`config.mk`:
```
export PLATFORM = sky130hd
export DESIGN_NAME = fifo_thr
export DESIGN_NICKNAME = d
export VERILOG_FILES = /design/src/rtl/fifo_thr_pkg.sv /design/src/rtl/fifo_thr_ram.sv /design/src/rtl/fifo_thr.sv
export SDC_FILE = /design/constraint.sdc
export NUM_CORES = 1
export LEC_CHECK = 0
export CELL_PAD_IN_SITES_DETAIL_PLACEMENT = 1
export CELL_PAD_IN_SITES_GLOBAL_PLACEMENT = 1
export CORE_UTILIZATION = 37
export DETAILED_ROUTE_END_ITERATION = 6
export PLACE_DENSITY = 0.63
export SYNTH_ARGS = -nofsm -noshare
export SYNTH_HDL_FRONTEND = slang
export SYNTH_SLANG_ARGS = --single-unit
```
`constraint.sdc`:
```
create_clock -name clk -period 7.2 [get_ports clk]
set_clock_uncertainty 0.05 [all_clocks]
set_input_delay 1.44 -clock clk [delete_from_list [all_inputs] [get_ports clk]]
set_output_delay 1.44 -clock clk [all_outputs]
set_load 0.02 [all_outputs]
```
`src/rtl/fifo_thr_pkg.sv`:
```
// Shared sizing helpers and parameter legality check for the fifo_thr block.
package fifo_thr_pkg;

  function automatic int cnt_w(input int depth);
    return $clog2(depth + 1);
  endfunction

  function automatic int ptr_w(input int depth);
    return ($clog2(depth) > 1) ? $clog2(depth) : 1;
  endfunction

  // Legal configurations: DEPTH >= 2 and AEMPTY_THR < AFULL_THR <= DEPTH.
  function automatic bit cfg_ok(input int depth, input int afull_thr, input int aempty_thr);
    return (depth >= 2) && (aempty_thr < afull_thr) && (afull_thr <= depth);
  endfunction

endpackage

```
`src/rtl/fifo_thr_ram.sv`:
```
// Simple dual-port DEPTH x DWIDTH storage: synchronous write, asynchronous read.
module fifo_thr_ram
  import fifo_thr_pkg::*;
#(
  parameter int DWIDTH = 32,
  parameter int DEPTH  = 32
) (
  input  logic                     clk,
  input  logic                     we,
  input  logic [ptr_w(DEPTH)-1:0] waddr,
  input  logic [DWIDTH-1:0]        wdata,
  input  logic [ptr_w(DEPTH)-1:0] raddr,
  output logic [DWIDTH-1:0]        rdata
);

  logic [DWIDTH-1:0] mem [DEPTH];

  // NOTE: storage has no reset; the pointers and count alone define which words are valid.
  always_ff @(posedge clk) begin
    if (we) mem[waddr] <= wdata;
  end

  assign rdata = mem[raddr];

endmodule

```
`src/rtl/fifo_thr.sv`:
```
// Synchronous FIFO with thresholds, occupancy count, sticky error flags, flush and FWFT mode.
// Optional FIFO_THR_HWM_EN adds a registered high-water-mark output hwm_o.
module fifo_thr
  import fifo_thr_pkg::*;
#(
  parameter int DWIDTH     = 32,
  parameter int DEPTH      = 32,
  parameter int FWFT       = 1,
  parameter int AFULL_THR  = DEPTH - 2,
  parameter int AEMPTY_THR = 2
) (
  input  logic                     clk,
  input  logic                     rst_n,
  input  logic                     flush,
  input  logic [DWIDTH-1:0]        data_i,
  input  logic                     wr,
  output logic                     full_o,
  output logic                     afull_o,
  output logic [DWIDTH-1:0]        data_o,
  input  logic                     rd,
  output logic                     empty_o,
  output logic                     aempty_o,
  output logic [cnt_w(DEPTH)-1:0] count_o,
  output logic                     ovf_o,
  output logic                     udf_o
`ifdef FIFO_THR_HWM_EN
  ,
  output logic [cnt_w(DEPTH)-1:0] hwm_o
`endif
);

  localparam int CW = cnt_w(DEPTH);
  localparam int PW = ptr_w(DEPTH);
  localparam bit FWFT_MODE = (FWFT != 0);
  localparam bit CFG_OK = cfg_ok(DEPTH, AFULL_THR, AEMPTY_THR);
  localparam logic [CW-1:0] FULL_C   = CW'(DEPTH);
  localparam logic [CW-1:0] AFULL_C  = CW'(AFULL_THR);
  localparam logic [CW-1:0] AEMPTY_C = CW'(AEMPTY_THR);

  if (!CFG_OK) begin : g_cfg_err
    $error("fifo_thr: illegal DEPTH / threshold parameters");
  end

  logic [PW-1:0]     wr_ptr, rd_ptr;
  logic [DWIDTH-1:0] ram_rdata;
  logic              wr_ok, rd_ok, ram_has, bypass, ram_we, ram_re;
  logic [CW-1:0]     count_nxt;

  function automatic logic [PW-1:0] ptr_inc(input logic [PW-1:0] p);
    return (p == PW'(DEPTH - 1)) ? '0 : p + PW'(1);
  endfunction

  // In FWFT mode the output register holds the head, so the RAM only has data beyond one word.
  always_comb begin
    // NOTE: every combinational output gets a default first so no latch is inferred.
    wr_ok     = 1'b0;
    rd_ok     = 1'b0;
    ram_has   = 1'b0;
    bypass    = 1'b0;
    ram_we    = 1'b0;
    ram_re    = 1'b0;
    count_nxt = '0;
    if (!flush) begin
      rd_ok     = rd & ~empty_o;
      wr_ok     = wr & (~full_o | rd_ok);
      ram_has   = FWFT_MODE ? (count_o > CW'(1)) : (count_o != '0);
      bypass    = FWFT_MODE & wr_ok & (empty_o | (rd_ok & ~ram_has));
      ram_we    = wr_ok & ~bypass;
      ram_re    = rd_ok & ram_has;
      count_nxt = count_o + CW'(wr_ok) - CW'(rd_ok);
    end
  end

  fifo_thr_ram #(.DWIDTH(DWIDTH), .DEPTH(DEPTH)) u_ram (
    .clk  (clk),
    .we   (ram_we),
    .waddr(wr_ptr),
    .wdata(data_i),
    .raddr(rd_ptr),
    .rdata(ram_rdata)
  );

  // NOTE: state registers use non-blocking assignments so every flop samples pre-edge values.
  always_ff @(posedge clk or negedge rst_n) begin
    if (!rst_n) begin
      wr_ptr   <= '0;
      rd_ptr   <= '0;
      count_o  <= '0;
      full_o   <= 1'b0;
      afull_o  <= (AFULL_THR == 0);
      empty_o  <= 1'b1;
      aempty_o <= 1'b1;
      data_o   <= '0;
      ovf_o    <= 1'b0;
      udf_o    <= 1'b0;
    end else begin
      if (flush) begin
        wr_ptr <= '0;
        rd_ptr <= '0;
      end else begin
        if (ram_we) wr_ptr <= ptr_inc(wr_ptr);
        if (ram_re) rd_ptr <= ptr_inc(rd_ptr);
      end
      if (ram_re)      data_o <= ram_rdata;
      else if (bypass) data_o <= data_i;
      count_o  <= count_nxt;
      full_o   <= (count_nxt == FULL_C);
      afull_o  <= (count_nxt >= AFULL_C);
      empty_o  <= (count_nxt == '0);
      aempty_o <= (count_nxt <= AEMPTY_C);
      ovf_o    <= ~flush & (ovf_o | (wr & ~wr_ok));
      udf_o    <= ~flush & (udf_o | (rd & ~rd_ok));
    end
  end

`ifdef FIFO_THR_HWM_EN
  always_ff @(posedge clk or negedge rst_n) begin
    if (!rst_n)                  hwm_o <= '0;
    else if (flush)              hwm_o <= '0;
    else if (count_nxt > hwm_o)  hwm_o <= count_nxt;
  end
`endif

endmodule
```
==> impl_results.md, run 1 <==
* Cell Area, Placed at 44800 um^2
* Vias in the first global route at 21313
* Mapped Cells at 1958
* I/O pin total at 81
* Clock buffer count from CTS at 109
* Post_cts resized at 0
* Peak VDD IR at 0.000228 V
* Pins Over Slew Limit at 0
* Mean Syn Cell Area at 21.4 um^2
* Final Non-Filler Cells at 3692
* Critical Path Sink: u_ram.mem[7][23]
* Max frequency at 211 MHz
* Share of the synthesized area in the top cell type at 73.3%
* Pwr Density at 324 nW/um^2
* Initial antenna violation count at 3
* Clock Latency Late Sink at 0.70 ns
* Critical Path Fanout Max at 30
* First-pass GRT wire length at 154000 um
* Worst Setup End Kind: flip-flop
* Fin area at 48300 um^2
* Async set or reset register ratio after synthesis at 5.01%
* Die area at 115000 um^2
* Core area at 112000 um^2
* DR pass1 iterations at 5
* Hold Vio Cnt, Final at 0
* WL per Instance at 29.0 um
* R2R Path End: u_ram.mem[7][23]
* Total grt overflow at 0
* GPL Wtd Cong at 0.781
* Hold_buf cts at 0
* Via Count at 20394
* Layout cell share with drive strength beyond 1 at 23.0%
* Cells after DPL at 3489
* Worst R2R Setup Slack at 3.03 ns
* Tot Pwr at 0.0156 W
* Setup bufs post-CTS at 0
* FF+latch area at 32100 um^2
* Hold Crit Class: flip-flop to flip-flop
* HPWL after DPL at 62900 um
* Initial DRC Count at 2068
* Setup WS post-layout at 2.45 ns
* Synth area leaders: edfxtp_1, mux4_2, mux2i_1
* DIE WIDTH at 339 um
* Via density at 5.52
* Most frequently used flop master after synthesis: edfxtp_1
* Period Utilization, post-route at 66.0%
* Post-synth top area cell: edfxtp_1
* Critical Path RT at 7.54 ns
* Reg-to-reg critical path startpoint: count_o[2]
* Starting Density at 37.3%
* Fill cells at 10400
* Gr usage total at 18.5%
* Fin nets at 2153
* Crit Path Class: primary input to flip-flop
* Period minus WS final at 4.75 ns
* Footprint of the multi-input gates at 9470 um^2
* Die Ht at 339 um
* Status: completed
* Synth Register Bits at 1078
* Place WS at 1.75 ns
* Bufs on Longest Clock Path at 3
* Worst setup path startpoint: rd
* Worst Path Arrival at 5.09 ns
* Antenna-violating nets left at 0
* Ys Warns at 0
* CTS tree: built
* Final setup fails at 0
* Setup Total Neg Slack at 0 ns
* CTS H-Tree Depth at 3
* Post-synthesis cell type count at 52
* R2R cell count at 8
* Syn Nets at 2011
* Maxcap violations at 0
* # port buffers at 80
* Row count at 123
* Startpoint type of the worst setup path: primary input
* Layout area overhead at 15.0%
* Largest net degree at the start of global routing at 110
* Unrepaired setup endpoints after global routing: false
* Number of flops mapped to enable cells by yosys at 1024
* WL final at 107000 um
* Clock Pin Slew Worst Setup and Hold Paths at 0.06 ns
* Root Driver: clkbuf_16
* Slew HR at 12.8%
* Slew @ Worst Pin at 1.31 ns
* Post-Syn Area at 42000 um^2
* Sequential area share after synthesis at 76.5%
* Pleak at 15.0 nW
* Residual DRC at 0
* Clock sink count at 1078
[worst min path at each step]
stage                   start        end  slack [ns]  cells past startpoint
floorplan           wr_ptr[1]  wr_ptr[1]        0.52                      2
global placement        udf_o      udf_o        0.45                      2
detailed placement      udf_o      udf_o        0.46                      2
CTS                     udf_o      udf_o        0.48                      2
global route            ovf_o      ovf_o        0.50                      1
finish                  udf_o      udf_o        0.47                      2
[worst max-delay path: stages]
cell and delay, ns:
clkdlybuf4s50_1 0.48, nand4b_1 0.17, o2111ai_1 0.36, nor2_1 0.54
nand2_1 0.65, nor2_4 1.13, buf_4 0.27
[per-layer routing]
layer	vias to the layer above	wire, um	global-route usage [%]
met1	11079	47100	26.5
met5	-	0	0
met2	680	51100	29.4
li1	8501	-	-
met4	0	2230	4.71
met3	134	6580	3.26
[area by class of cell]
cell class | count | share of cell area (%)
Timing Repair Buffer | 144 | 2.67
Clock inverter | 56 | 0.925
Inverter | 13 | 0.101
Tap cell | 1500 | 3.89
Clock buffer | 146 | 6.26
Antenna cell | 1 | 0.00518
Multi-Input combinational cell | 754 | 19.6
Sequential cell | 1078 | 66.5
[synth_stat cells (2+ instances only)]
library cell and count:
edfxtp_1 1024, mux4_2 223, mux2i_1 157, nor2b_1 68, clkbuf_1 61, dfrtp_1 52, nor2_1 48, a221oi_1 33
a22o_1 33, a211oi_1 32, o32ai_1 31, buf_2 22, o21ai_1 22, buf_4 17, o21ai_0 17, ha_1 15
inv_1 13, nand2_1 10, a21oi_1 9, buf_6 8, mux2_2 5, nand3b_1 5, nor3_1 4, nor3b_1 4
a31oi_1 3, and3_1 3, nand3_1 3, xnor2_1 3, a21o_1 2, and2_1 2, buf_1 2, buf_8 2
dfstp_2 2, mux2_1 2, nand2b_1 2, nor4_1 2, or3b_2 2
[through the flow]
step,utilization (%),hold WS [ns]
after floorplan,-,0.524
after global placement,39.8,0.447
final,42.9,0.473
after global routing,42.9,0.504
after detailed placement,39.8,0.462
after CTS,42.9,0.480
[report_power, final]
group / total (W) / leakage (nW) / switching (W) / internal (W)
combinational: 0.00289 / 3.39 / 0.00155 / 0.00134
sequential: 0.00721 / 9.88 / 0.000181 / 0.00703
clock: 0.00551 / 1.70 / 0.00236 / 0.00315
total: 0.0156 / 15.0 / 0.00410 / 0.0115
[sequential cells by signal, indices dropped and copies added, names as in the netlist]
register / count
data_o: 32
rd_ptr: 5
ovf_o: 1
count_o: 6
u_ram.mem: 1024
empty_o: 1
afull_o: 1
aempty_o: 1
full_o: 1
wr_ptr: 5
udf_o: 1
[placed cells by master, fill, tap and decap left out, drive strengths merged, types with 4 or more instances in the layout]
cell,count
ha,15
nand3b,5
clkinv,42
dfrtp,52
nor3b,4
a22o,33
nor2,48
buf,70
o32ai,31
mux2,7
nor2b,68
a211oi,32
mux2i,157
a21oi,9
nor3,4
o21ai,39
clkbuf,146
inv,19
nand2,10
edfxtp,1024
a221oi,33
mux4,223
bufinv,6
clkdlybuf4s50,74
[logic make-up after synthesis]
family	after synthesis	synth area share, %
flops	1078	76.5
mux	387	15.9
compound gates	192	3.45
simple gates	156	2.00
buf+inv	126	1.58
fa+ha+maj	16	0.495
xor+xnor	3	0.0626
Note: power is estimated with default switching activity, not from simulation.
==> inputs of run 2 (changes only) <==
clock period = 4.7 ns   (was 7.2 ns; I/O delays follow)
==> run 2 against run 1 <==
  * Critical path depth up 4
  * Non-clock buffer count is 26 higher
  * Global-route usage rose by 0.061 points
  * Clock power is 50% higher
  * Worst hold slack got worse by 0.25 ns
  * Utilization is 0.36 points higher
  * Sequential power is 54% higher
  * Power increased by 51%
  * Via count fell by 0.42%
  * Setup slack got worse by 1.2 ns
  * Largest cell class unchanged
==> impl_results.md, run 2 (synthesis results as in run 1) <==
* Clk pwr share at 34.9%
* WL per Instance at 28.7 um
* Initial DRC Count at 1572
* Setup Total Neg Slack at 0 ns
* Row count at 123
* Startpoint type of the worst setup path: primary input
* Stages on worst setup path at 11
* Slew @ Worst Pin at 1.32 ns
* CTS H-Tree Depth at 3
* I/O pin total at 81
* DR WL met2 at 54500 um
* Via Count at 20308
* Post_cts resized at 0
* Hold_buf cts at 0
* Setup bufs post-CTS at 0
* Fin util at 43.3%
* Sw frac at 25.8%
* Worst setup path startpoint: rd
* Critical Path RT at 5.19 ns
* Highest metal used: met4
* First-pass GRT wire length at 155000 um
* Worst Setup End Kind: flip-flop
* Worst Path Arrival at 3.98 ns
* Hold Vio Cnt, Final at 0
* Reg with most FFs: u_ram.mem
* Die Ht at 339 um
* Most frequent cells in the layout: edfxtp_1, mux4_2, mux2i_1, clkbuf_16, clkdlybuf4s50_1
* Int Power at 0.0175 W
* Cell family with most CP delay: compound AO/OA/AOI/OAI gates
* Residual DRC at 0
* Met1 Wirelength at 45600 um
* Die area at 115000 um^2
* Flop pwr share at 47.0%
* Reg-to-reg critical path startpoint: rd_ptr[1]
* Setup WS post-layout at 1.22 ns
* Most common cell after layout, fill and taps aside: edfxtp_1
* Net Switching at 0.00611 W
* Maxcap violations at 0
* Routed wl met3 at 4650 um
* Gr usage total at 18.6%
* Critical Path Sink: full_o
* Status: completed
* Core area at 112000 um^2
* Layout area overhead at 16.0%
* Via density at 5.46
* CP Cell Sequence: clkdlybuf4s50_1, nor2b_1, buf_4, o21ai_0, ha_1, inv_1, ha_1, a21o_1, a21oi_1, o311ai_0, nor3b_1
* Combinational group share of total power at 18.1%
* Vias in the first global route at 22169
* CP max stage delay at 0.88 ns
* Peak VDD IR at 0.000362 V
* Largest net degree at the start of global routing at 84
* Clock Latency Late Sink at 0.68 ns
* Hold Crit Class: primary input to asynchronous set/reset pin
* Fin nets at 2176
* Clock Pin Slew Worst Setup and Hold Paths at 0.06 ns
* R2R Path End: data_o[5]
* Tot Pwr at 0.0237 W
* Pins Over Slew Limit at 0
* Root Driver: clkbuf_16
* Initial antenna violation count at 1
* Crit path max-delay cell type: o311ai_0
* Top flop regs: u_ram.mem x1024, data_o x32, count_o x6
* CTS tree: built
* R2R cell count at 5
* Pwr Density at 486 nW/um^2
* Bufs on Longest Clock Path at 3
* Final setup fails at 0
* HPWL after DPL at 60900 um
* Worst R2R Setup Slack at 1.40 ns
* Starting Density at 37.3%
* Period Utilization, post-route at 74.1%
* Buf+Inv Stages, Crit Path at 3
* WL final at 107000 um
* Clock buffer count from CTS at 106
* Crit Path Class: primary input to flip-flop
* Clock sink count at 1078
* Total grt overflow at 0
* Cell mode on critical path: ha_1
* Place WS at 0.598 ns
* Pleak at 15.1 nW
* DIE WIDTH at 339 um
* Antenna-violating nets left at 0
* Max FFs per register at 1024
* Period minus WS final at 3.48 ns
* GPL Wtd Cong at 0.780
* Layout cell share with drive strength beyond 1 at 23.7%
* Max frequency at 287 MHz
* Unrepaired setup endpoints after global routing: false
* Critical Path Fanout Max at 6
* DR pass1 iterations at 5
* # port buffers at 80
* Slew HR at 12.1%
run 2: cell type report:
class / instances / area, um^2
Fill cell: 10356 / 63800
Sequential cell: 1078 / 32100
Multi-Input combinational cell: 754 / 9470
Clock buffer: 141 / 2940
Tap cell: 1500 / 1880
Timing Repair Buffer: 170 / 1760
Clock inverter: 60 / 460
Inverter: 13 / 48.8
Antenna cell: 1 / 2.50
run 2: per-layer routing:
metal / track usage [%] / up-vias
li1: - / 8548
met2: 32.2 / 463
met3: 2.41 / 122
met5: 0 / -
met1: 24.7 / 11175
met4: 4.59 / 0
run 2: power groups by stage:
stage | Sequential [W] | Combinational, W | Clock (W)
2_1_floorplan | 0.0113 | 0.00290 | 0
3_3_place_gp | 0.0113 | 0.00424 | 0
3_5_place_dp | 0.0113 | 0.00433 | 0
4_1_cts | 0.0111 | 0.00435 | 0.00843
5_1_grt | 0.0111 | 0.00458 | 0.00874
6_report | 0.0111 | 0.00427 | 0.00826
run 2: worst min-delay path by stage:
| stage | from | endpoint | cells after the start |
|---|---|---|---|
| 3_3_place_gp | udf_o | udf_o | 2 |
| 2_1_floorplan | wr_ptr[1] | wr_ptr[1] | 2 |
| 3_5_place_dp | ovf_o | ovf_o | 1 |
| 4_1_cts | rst_n | data_o[0] | 2 |
| 6_report | rst_n | data_o[0] | 2 |
| 5_1_grt | rst_n | data_o[0] | 2 |
run 2: stage by stage:
step           hold WS (ns)  area [um^2]  instances
2_1_floorplan         0.524        42000       1958
3_3_place_gp          0.453        45300       3515
3_5_place_dp          0.465        45300       3515
4_1_cts               0.200        48700       3716
5_1_grt               0.221        48700       3716
6_report              0.227        48700       3717
